**src/rtl/genetico_fitness_eval.sv**
```systemverilog
// Fitness evaluator: sweeps all 2^IN vectors into the logic grid and counts output bits matching a target table.
// Latency: done is high in cycle 1+NV*(SETTLE+1) after start is accepted (earlier when EVAL_EARLY_ABORT_EN aborts).
// Backpressure: none; start is only sampled in IDLE and ignored while busy. Optional feature macro: EVAL_EARLY_ABORT_EN.
module genetico_fitness_eval #(
    parameter int IN     = 4,
    parameter int OUT    = 4,
    parameter int SETTLE = 2,
    parameter int NV     = 2**IN,
    parameter int FW     = $clog2(OUT*NV+1)
) (
    input  logic                   clk,
    input  logic                   rst,
    input  logic                   start,
    input  logic [OUT-1:0][NV-1:0] target,
    output logic [IN-1:0]          circ_inp,
    input  logic [OUT-1:0]         circ_out,
    output logic                   busy,
    output logic                   done,
    output logic [FW-1:0]          fitness,
    output logic                   perfect
`ifdef EVAL_EARLY_ABORT_EN
    ,
    input  logic [FW-1:0]          max_err,
    output logic                   aborted
`endif
);

    localparam int SW = $clog2(SETTLE+1);

    typedef enum logic [1:0] {S_IDLE, S_SETTLE, S_SAMPLE, S_DONE} state_t;

    state_t                 state, state_nxt;
    logic [OUT-1:0][NV-1:0] target_q;
    logic [IN-1:0]          vec;
    logic [SW-1:0]          settle_cnt;
    logic [FW-1:0]          match_cnt;
    logic [FW-1:0]          fit_sum;
    logic                   last_vec;
    logic                   settle_end;
    logic                   over_limit;

`ifdef EVAL_EARLY_ABORT_EN
    logic [FW-1:0]          err_q;
    logic [FW-1:0]          max_err_q;
    logic [FW-1:0]          err_sum;
`endif

    // Count grid output bits that agree with the captured target column for the current vector.
    always_comb begin
        match_cnt = '0;
        for (int k = 0; k < OUT; k++) begin
            match_cnt = match_cnt + FW'(circ_out[k] == target_q[k][vec]);
        end
    end

    assign fit_sum    = fitness + match_cnt;
    // Explicit last-vector compare keeps the IN-bit vector counter from wrapping before the check.
    assign last_vec   = (vec == IN'(NV-1));
    assign settle_end = (settle_cnt == SW'(SETTLE-1));

`ifdef EVAL_EARLY_ABORT_EN
    assign err_sum    = err_q + (FW'(OUT) - match_cnt);
    assign over_limit = (err_sum > max_err_q);
`else
    assign over_limit = 1'b0;
`endif

    // State register.
    always_ff @(posedge clk) begin
        if (rst) state <= S_IDLE;
        else     state <= state_nxt;
    end

    // Next-state logic: settle for SETTLE cycles, sample once, repeat until the last vector (or abort).
    always_comb begin
        state_nxt = state;
        case (state)
            S_IDLE:   if (start) state_nxt = S_SETTLE;
            S_SETTLE: if (settle_end) state_nxt = S_SAMPLE;
            S_SAMPLE: state_nxt = (last_vec || over_limit) ? S_DONE : S_SETTLE;
            S_DONE:   state_nxt = S_IDLE;
            default:  state_nxt = S_IDLE;
        endcase
    end

    // Datapath and registered outputs; busy/done are decoded from the next state so they align with it.
    always_ff @(posedge clk) begin
        if (rst) begin
            target_q   <= '0;
            vec        <= '0;
            settle_cnt <= '0;
            circ_inp   <= '0;
            busy       <= 1'b0;
            done       <= 1'b0;
            fitness    <= '0;
            perfect    <= 1'b0;
`ifdef EVAL_EARLY_ABORT_EN
            err_q      <= '0;
            max_err_q  <= '0;
            aborted    <= 1'b0;
`endif
        end else begin
            busy <= (state_nxt == S_SETTLE) || (state_nxt == S_SAMPLE);
            done <= (state_nxt == S_DONE);
            case (state)
                S_IDLE: begin
                    if (start) begin
                        target_q   <= target;
                        fitness    <= '0;
                        perfect    <= 1'b0;
                        vec        <= '0;
                        settle_cnt <= '0;
                        circ_inp   <= '0;
`ifdef EVAL_EARLY_ABORT_EN
                        err_q      <= '0;
                        max_err_q  <= max_err;
                        aborted    <= 1'b0;
`endif
                    end
                end
                S_SETTLE: begin
                    settle_cnt <= settle_end ? '0 : settle_cnt + 1'b1;
                end
                S_SAMPLE: begin
                    fitness <= fit_sum;
`ifdef EVAL_EARLY_ABORT_EN
                    err_q   <= err_sum;
                    aborted <= over_limit;
`endif
                    if (last_vec || over_limit) begin
                        perfect <= (fit_sum == FW'(OUT*NV)) && !over_limit;
                    end else begin
                        vec      <= vec + 1'b1;
                        circ_inp <= vec + 1'b1;
                    end
                end
                default: ;
            endcase
        end
    end

endmodule

```
**config.mk**
```make
export PLATFORM = sky130hd
export DESIGN_NAME = genetico_fitness_eval
export DESIGN_NICKNAME = d
export VERILOG_FILES = /design/src/rtl/genetico_fitness_eval.sv
export SDC_FILE = /design/constraint.sdc
export NUM_CORES = 1
export LEC_CHECK = 0
export ABC_CLOCK_PERIOD_IN_PS = 9870
export CAP_MARGIN = 20
export CELL_PAD_IN_SITES_DETAIL_PLACEMENT = 0
export CELL_PAD_IN_SITES_GLOBAL_PLACEMENT = 1
export CORE_ASPECT_RATIO = 1.25
export CORE_UTILIZATION = 40
export DETAILED_ROUTE_END_ITERATION = 7
export HOLD_SLACK_MARGIN = 0.12
export PLACE_DENSITY = 0.84
export RECOVER_POWER = 25
export SYNTH_ARGS = -nofsm -noshare
export SYNTH_HDL_FRONTEND = slang
export SYNTH_SLANG_ARGS = --single-unit
```
**constraint.sdc**
```tcl
create_clock -name clk -period 9.87 [get_ports clk]
set_input_delay 0.987 -clock clk [delete_from_list [all_inputs] [get_ports clk]]
set_output_delay 0.987 -clock clk [all_outputs]
set_load 0.05 [all_outputs]
```
==> results of run 1 <==
power by group through the flow:
stage	clock, mW	sequential (mW)	combinational, mW
after floorplan	0	0.366	0.0627
after global placement	0	0.369	0.104
after detailed placement	0	0.369	0.107
after CTS	0.272	0.361	0.107
after global routing	0.285	0.363	0.120
final	0.267	0.361	0.108
through the flow:
step           hold slack (ns)  total power, mW
4_1_cts                  0.455            0.740
5_1_grt                  0.475            0.769
3_3_place_gp             0.440            0.473
3_5_place_dp             0.444            0.476
6_report                 0.451            0.735
2_1_floorplan            0.432            0.429
registers in the layout (all words and copies together), names as in the netlist:
register	flops
target_q	64
fitness	7
vec	4
settle_cnt	2
state	2
busy	1
done	1
perfect	1
logic make-up after synthesis:
logic type / count (synthesis) / synth area share, %
compound gates: 88 / 13.0
buf+inv: 36 / 4.38
flops: 82 / 44.5
xor+xnor: 8 / 1.90
fa+ha+maj: 6 / 2.65
mux: 22 / 13.6
simple gates: 179 / 19.9
worst paths after layout:
check	start	endpoint	slack [ns]	cells past startpoint
worst max-delay path	vec[1]	fitness[6]	4.90	11
worst min-delay path	target_q[42]	target_q[42]	0.45	2
worst max register to register	vec[1]	fitness[6]	4.90	11
worst min register to register	target_q[42]	target_q[42]	0.45	2
cell type report:
class | count | area share (%)
clock buffers | 11 | 2.95
clock inverters | 5 | 1.62
inverters | 5 | 0.392
multi-input cells | 303 | 39.5
flip-flops and latches | 82 | 34.3
well taps | 120 | 3.13
repair buffers | 87 | 18.1
layer usage:
layer / share of wire [%] / track usage (%) / vias up
li1: - / - / 1572
met1: 44 / 22.9 / 1450
met2: 50 / 31.2 / 83
met3: 4.4 / 2.70 / 10
met4: 1.8 / 9.02 / 0
met5: 0 / 0 / -
worst register-to-register path: cells and delay by family, from the launching register on:
kind | cells | cell delay [ns]
muxes | 3 | 1.39
DFF | 1 | 1.01
and+or+nand+nor | 3 | 0.47
xor gates and xnor gates | 1 | 0.24
adders and majority gates | 3 | 1.46
AOI/OAI and AO/OA | 1 | 0.14
placed cells by master (no fill, tap or decap), types with 3 or more instances in the layout:
| cell type | count |
|---|---|
| nand2_1 | 135 |
| clkdlybuf4s50_1 | 83 |
| dfxtp_1 | 82 |
| a21oi_1 | 70 |
| nor2_1 | 17 |
| mux4_2 | 12 |
| clkbuf_8 | 10 |
| mux4_1 | 8 |
| xor2_1 | 7 |
| nor3_1 | 7 |
| nor2b_1 | 6 |
| a22oi_1 | 6 |
| inv_1 | 5 |
| nand2b_1 | 3 |
| o21ai_0 | 3 |
| fa_1 | 3 |
| ha_1 | 3 |
==> flow_summary_export.csv, run 1 <==
group,metric,value,unit
sta,rsz0062_at_grt,"no",
clock_network,cts_num_sinks,82,
final_layout,final_cells,613,
pwr,power_frac_seq,49.1,%
clock_network,cts.path.max_buffers,2,
pwr,static-leakage-power,1.76,nW
clock_network,numCtsBuffers,9,
detailed_routing,routed_via_density,5.08,
floorplanning,die_w,87.9,um
final_layout,seqCellArea,1640,um2
detailed_routing,drt_iter0_drc,162,
logic_synthesis,synth_most_common_cell,"nand2_1",
clock_network,cts-hold-fix-buffers,0,
sta,fin_tns_setup,0,ns
sta,slew_headroom,-132,%
logic_synthesis,synth_edf_count,0,
worst_setup_path,startpoint_type,"register",
logic_synthesis,yosysTopAreaCellShare,44.5,%
worst_setup_path,cp_max_fo,20,
sta,drv_slew,84,
place,pre_cts_slack,5.00,ns
global_route,grt_pass1_vias,2980,
detailed_routing,wl,8220,um
detailed_routing,vias,3115,
worst_setup_path,timing.critical_path.buf_inv,0,
global_route,grtUsageTotal,18.5,%
clock_network,cts_setup_buffers,0,
worst_setup_path,crit_slowest_cell,"dfxtp_1",
clock_network,cts_max_level,3,
detailed_routing,wl_per_cell,13.4,um
pwr,p_int,0.554,mW
pwr,switching_share,24.6,%
status,failed_checks,"capacitance limit, slew limit",
sta,fin_skew,0.00650,ns
logic_synthesis,yosysSeqAreaShare,44.5,%
worst_setup_path,critical_path.top_delay_family,"adder cells",
logic_synthesis,ys.flop_type,"dfxtp_1",
job,maxCapViolations,1,
worst_hold_path,worstHoldPathType,"reg -> reg",
logic_synthesis,synth_area_leaders,"dfxtp_1 45%, nand2_1 14%, a21oi_1 9.5%",
clock_network,cts.clk_slew.worst_paths,0.08,ns
clock_network,tritoncts,"done",
sta,final.setup.worst_slack,4.90,ns
pwr,p_sw,0.181,mW
worst_setup_path,crit_chain,"mux4_1 > mux4_2 > xor2_1 > fa_1 > fa_1 > fa_1 > and4b_1 > nand2_1 > mux2_2 > a22oi_1 > nor2_1",
logic_synthesis,syn_inst,421,
pwr,power_frac_clock,36.3,%
sta,tightestPinTransition,3.48,ns
clock_network,clk_latency,0.36,ns
logic_synthesis,syn_avg_cell_area,8.76,um2
floorplanning,dieArea,9610,um2
logic_synthesis,ys_seq_elements,82,
final_layout,layout-drive-gt1-share,6.90,%
floorplanning,start_util,41.9,%
worst_setup_path,cp.required,9.99,ns
logic_synthesis,asyncSetResetFlopFracSynth,0,%
global_route,overflow,0,
place,gp_congestion,0.783,
pwr,power_frac_comb,14.7,%
floorplanning,dieHeight,109,um
clock_network,ctsResizeCount,0,
place,dp.cells,596,
final_layout,fin_util,54.5,%
final_layout,fillers,820,
logic_synthesis,synthTopCellsByCount,"135 x nand2_1, 82 x dfxtp_1, 70 x a21oi_1, 22 x clkbuf_1, 18 x nor2_1",
final_layout,fin_nets,565,
place,dp.final_hpwl,5790,um
place,dpl_cell_area,4550,um2
sta,fin_crit_sh,50.3,%
global_route,grt_max_degree,84,
floorplanning,coreArea,8800,um2
global_route,grt_antenna_before_repair,0,
final_layout,diodes,0,
worst_setup_path,critPathMaxStageDelay,1.01,ns
sta,hold_violations,0,
final_layout,multi_input_area,1890,um2
logic_synthesis,synth.net_count,498,
worst_setup_path,crit_type,"reg -> reg",
logic_synthesis,synth_area_leader_cell,"dfxtp_1",
logic_synthesis,yosys_warnings,0,
clock_network,cts_root_buffer,"clkbuf_8",
sta,finalCriticalPeriod,4.97,ns
detailed_routing,antenna_left,0,
place,io_buffers,84,
logic_synthesis,syn_area,3690,um2
detailed_routing,firstDrtPassIters,4,
sta,fmax,201,MHz
worst_setup_path,endpoint_kind,"register",
floorplanning,pin_count,85,
detailed_routing,drc,0,
logic_synthesis,synth_cell_types,37,
pwr,powerDensity,154,nW/um2
worst_setup_path,arrival,5.08,ns
status,status,"finished with violations",
sta,setup_viol,0,
global_route,grt_pass1_wl,13500,um
worst_setup_path,cp_common_cell,"fa_1",
floorplanning,num_rows,38,
pwr,ir_drop,0.0678,mV
final_layout,final_cell_area,4790,um2
final_layout,area_growth,29.9,%
No activity file was read; power rests on OpenSTA's default activity.
==> run 2: changes to the inputs <==
Settings changed: ABC_CLOCK_PERIOD_IN_PS 9870 to 4000, CORE_UTILIZATION 40 to 33, PLACE_DENSITY 0.84 to 0.74.
Clock period 9.87 ns to 4 ns, I/O delays scaled along.
==> run 2 against run 1 <==
Net effect: the run now ends clean; sequential share of layout area down 1.7 points; via count up 1.8%; maximum frequency up 25%; die area up 21%; sequential cell count unchanged; critical path depth up 1; combinational power rose to 2.6 times the previous value; clock skew about the same; power rose to 2.8 times the previous value.
==> flow_summary_export.csv, run 2 (same netlist as run 1, synthesis figures left out) <==
group,metric,value,unit
final_layout,layout-drive-gt1-share,11.7,%
pwr,power_frac_seq,43.7,%
pwr,p_sw,0.478,mW
global_route,grt_pass1_vias,3091,
detailed_routing,routed_via_density,4.97,
pwr,static-leakage-power,1.90,nW
final_layout,largest_reg_flops,64,
final_layout,final_cell_area,5060,um2
clock_network,clk_latency,0.33,ns
detailed_routing,firstDrtPassIters,4,
worst_setup_path,startpoint_type,"register",
floorplanning,dieHeight,120,um
global_route,grt_antenna_before_repair,0,
pwr,p_int,1.56,mW
detailed_routing,drc,0,
floorplanning,die_w,96.6,um
job,maxCapViolations,0,
floorplanning,num_rows,42,
detailed_routing,antenna_left,0,
place,gp_congestion,0.781,
sta,drv_slew,0,
global_route,grt_pass1_wl,14700,um
sta,rsz0062_at_grt,"yes",
global_route,grt_max_degree,83,
worst_setup_path,arrival,4.17,ns
sta,tightestPinTransition,0.846,ns
floorplanning,coreArea,10700,um2
pwr,power_frac_comb,13.6,%
clock_network,cts_root_buffer,"clkbuf_16",
sta,fin_skew,0.00673,ns
pwr,power_frac_clock,42.7,%
pwr,powerDensity,403,nW/um2
final_layout,max_flop_register,"target_q",
final_layout,diodes,0,
place,dpl_cell_area,4630,um2
clock_network,cts_max_level,3,
detailed_routing,drt_iter0_drc,152,
sta,fmax,251,MHz
place,dp.cells,615,
status,status,"finished clean",
worst_setup_path,cp.required,4.18,ns
worst_setup_path,endpoint_kind,"register",
floorplanning,start_util,34.4,%
worst_setup_path,crit_chain,"buf_4 > mux4_1 > mux4_2 > xor2_2 > fa_1 > fa_2 > fa_2 > and4b_1 > nand2_2 > mux2_2 > a22oi_2 > nor2_1",
sta,fin_crit_sh,99.7,%
detailed_routing,vias,3171,
clock_network,cts.clk_slew.worst_paths,0.06,ns
place,dp.final_hpwl,6500,um
worst_hold_path,worstHoldPathType,"in -> reg",
sta,setup_viol,0,
worst_setup_path,crit_type,"reg -> reg",
global_route,grtUsageTotal,16.6,%
final_layout,layout_commonest_cell,"nand2_1",
place,io_buffers,84,
floorplanning,dieArea,11600,um2
clock_network,tritoncts,"done",
worst_setup_path,timing.critical_path.buf_inv,1,
sta,finalCriticalPeriod,3.99,ns
final_layout,area_growth,37.3,%
final_layout,layout_common_cells,"134 x nand2_1, 82 x clkdlybuf4s50_1, 80 x dfxtp_1",
global_route,overflow,0,
pwr,ir_drop,0.208,mV
final_layout,final_cells,638,
worst_setup_path,crit_slowest_cell,"mux4_1",
clock_network,cts.path.max_buffers,2,
worst_setup_path,critical_path.top_delay_family,"multiplexers",
sta,hold_violations,0,
pwr,switching_share,23.4,%
clock_network,cts-hold-fix-buffers,0,
final_layout,reg_top3,"target_q x64, fitness x7, vec x4",
clock_network,numCtsBuffers,9,
final_layout,fin_nets,578,
detailed_routing,wl,9060,um
worst_setup_path,cp_common_cell,"fa_2",
floorplanning,pin_count,85,
detailed_routing,wl_per_cell,14.2,um
sta,slew_headroom,43.6,%
worst_setup_path,critPathMaxStageDelay,0.53,ns
clock_network,cts_num_sinks,82,
worst_setup_path,cp_max_fo,6,
## run 2: changes by cell type in the layout (fill, tap and decap cells not counted), moves of 2 or more
cell / change
clkbuf_8: -8
buf_4: +13
xor2_2: +2
xor2_1: -2
fa_2: +2
dfxtp_1: -2
dfxtp_4: +2
clkbuf_16: +10
fa_1: -2
## run 2: per-stage QoR
step / util, % / setup TNS [ns] / power [mW] / worst slack, ns / hold slack, ns
6_report: 47.2 / 0 / 2.04 / 0.0122 / 0.372
5_1_grt: 47.2 / -0.297 / 2.14 / -0.119 / 0.376
4_1_cts: 46.6 / -0.0500 / 2.06 / -0.0500 / 0.359
3_5_place_dp: 43.2 / -0.0342 / 1.18 / -0.0342 / 0.445
3_3_place_gp: 43.2 / 0 / 1.17 / 0.0783 / 0.439
2_1_floorplan: - / -0.0754 / 1.06 / -0.0693 / 0.432
## run 2: final timing paths
kind / startpoint / endpoint / cells past startpoint / slack, ns
worst max register to register: vec[1] / fitness[6] / 12 / 0.01
worst min register to register: target_q[31] / target_q[31] / 2 / 0.45
worst min-delay path: rst / perfect / 3 / 0.37
worst max-delay path: vec[1] / fitness[6] / 12 / 0.01
## run 2: layout make-up
class                           count  area [um2]
Fill cell                        1064        5660
Multi-Input combinational cell    303        1930
Sequential cell                    82        1650
Timing Repair Buffer              100         972
Clock buffer                       13         282
Tap cell                          132         165
Clock inverter                      3        43.8
Inverter                            5        18.8
## run 2: timing repair
item                       CTS  global route
resized for setup            5             5
setup endpoints to repair    1             3
setup buffers                3             3
pin swaps                    4             4
## run 2: power groups by stage
stage / sequential [mW] / clock (mW) / combinational (mW)
floorplan: 0.902 / 0 / 0.157
global route: 0.896 / 0.932 / 0.309
finish: 0.891 / 0.871 / 0.278
global placement: 0.908 / 0 / 0.266
CTS: 0.891 / 0.893 / 0.276
detailed placement: 0.909 / 0 / 0.271
## run 2: worst reg2reg max path: stages, from the launching register on
cell	delay [ns]
dfxtp_4	0.40
buf_4	0.12
mux4_1	0.53
mux4_2	0.49
xor2_2	0.18
fa_1	0.50
fa_2	0.38
fa_2	0.41
and4b_1	0.30
nand2_2	0.08
mux2_2	0.29
a22oi_2	0.12
nor2_1	0.06
## run 2: metal layers
metal  global-route usage, %  vias to the layer above  share of wire [%]
met5                       0                        -                  0
met4                    6.16                        0                1.5
met3                    2.89                       10                3.5
met2                    28.0                       68                 52
met1                    20.9                     1492                 43
li1                        -                     1601                  -
==> RTL edit, RTL diff (flow settings as in run 2) <==
The 4 states of `state_t` get a one-hot encoding in 4 bits.
--- a/src/rtl/genetico_fitness_eval.sv
+++ b/src/rtl/genetico_fitness_eval.sv
@@ -27,7 +27,7 @@
 
     localparam int SW = $clog2(SETTLE+1);
 
-    typedef enum logic [1:0] {S_IDLE, S_SETTLE, S_SAMPLE, S_DONE} state_t;
+    typedef enum logic [3:0] {S_IDLE = 4'b0001, S_SETTLE = 4'b0010, S_SAMPLE = 4'b0100, S_DONE = 4'b1000} state_t;
 
     state_t                 state, state_nxt;
     logic [OUT-1:0][NV-1:0] target_q;
Formal check against the unedited RTL: no difference found for any inputs over 10 cycles, from zero or initial values and one cycle with rst high; not proved beyond that.
==> RTL edit against run 2 <==
  * The flow now finishes with violations (DRC)
  * Via count increased by 3.1%
  * Utilization decreased by 1.5 points
  * Critical endpoint is now perfect
  * Final cell count increased by 1.1%
  * Sequential cell count increased by 2
  * Cell area increased by 0.54%
  * Power increased by 0.84%
  * Area after synthesis increased by 2.8%
  * Global-route usage decreased by 0.30 points
  * Setup slack improved by 0.13 ns
  * Largest cell class unchanged
  * Routed wire length increased by 3.8%
  * Largest power group unchanged
==> RTL edit: results (changes against run 2) <==
gr usage total 0.1631 (-0.002965); Compound-Gate Fraction of Synth Area 0.1294 (-0.0008849); Clock Skew 0.005691 ns (-0.001039 ns); ranking of synthesized cells by area dfxtp_1 (44%), nand2_1 (13%), a21oi_1 (9.6%); wl on met1 4010 µm (+1.9%); Iter 0 DRT Violations 167 (+9.9%); proportion of layout cells with a drive suffix above 1 0.1000 (-0.01660); status finished, violations left; post-CTS setup buffer count 2 (-1); Max VDD drop 0.1788 mV (-14%); hold depth 2 (-1); GRT met1 Usage 0.1976 (-0.01099); Net Count, Synth 509 (+2.2%); post-synthesis adder-cell area fraction 0.02244 (-0.004016); met3 WL 448 µm (+41%); leakage 0.001861 µW (-1.8%); Comb. pwr 252 µW (-9.4%); Placement Cell Area 0.004713 mm² (+1.7%); vias in the first global route 3191 (+3.2%); DR WL met2 4802 µm (+2.9%); Hold WC Path Type reg -> reg; largest net degree at the start of global routing 75 (-9.6%); # DRC 4 (+4); post-synthesis mux area share 0.1389 (+0.002580); Finished Layout Cells 645 (+1.1%); dpl cells 624 (+1.5%); HP Start target_q[42]; Internal 1574 µW (+0.80%); failing checks DRC; first-pass GRT wire length 15160 µm (+3.1%); Slew HR 0.1335 (-0.3026); slowest stage cell, crit path fa_1; dpl ws -0.04941 ns (-0.01518 ns); global routing usage on met2 0.2835 (+0.003081); largest stage delay on the critical path 0.51 ns (-0.02 ns); R2R cell count 13 (+1); post-synthesis sequential area ratio 0.4436 (-0.001483); internal reg-to-reg setup slack 0.14 ns (+0.13 ns); Worst Hold Endpoint target_q[42]; critical path arrival 4.13 ns (-0.04 ns); Worst Hold Slack 0.4482 ns (+0.07634 ns); First-pass DRT Iterations 6 (+2); Final period util 0.9651 (-0.03186); Yosys cell types 40 (+8.1%); register share of total power 0.440 (+0.003); PostCTS Resize Cnt 3 (-2); FF-to-FF End perfect; number of fill cells in the layout 1066 (+0.19%); met3 Track Usage GR 0.02524 (-0.003687); ratio of routed vias to standard cells 5.068 (+2.0%); most frequent cells after synthesis nand2_1 (134), dfxtp_1 (84), a21oi_1 (73), clkbuf_1 (22), nor2_1 (19); Final #Nets 581 (+0.52%); Final GP Congestion 0.7905 (+1.3%); WL/cell 14.58 µm (+2.7%); Synth Area in XOR/XNOR 0.01386 (-0.005135); Largest regs target_q (64), fitness (7)
==> RTL edit: cell types whose count changed after synthesis, moves of 3 or more <==
cell     change
a31oi_1      +4
a21oi_1      +3
buf_2        +9
o21ai_0      +3
buf_1        -5
a22oi_1      -6
nor2b_1      -4
==> RTL edit: area by class of cell <==
class / count / area, µm² / share of cell area
clock buffers: 10 / 239.0 / 0.04694
inverters: 6 / 22.52 / 0.004424
flip-flops and latches: 84 / 1689 / 0.3318
clock inverters: 6 / 87.58 / 0.01720
repair buffers: 96 / 943.4 / 0.1853
multi-input cells: 308 / 1941 / 0.3812
well taps: 135 / 168.9 / 0.03318
==> RTL edit: worst max-delay path, delay by kind of cell, from the launching register on <==
kind	cells	cell delay [ns]
mux	2	1.00
xor+xnor	1	0.17
simple gates	2	0.21
buf+inv	2	0.27
fa+ha+maj	3	1.34
flops	1	0.41
compound gates	3	0.40
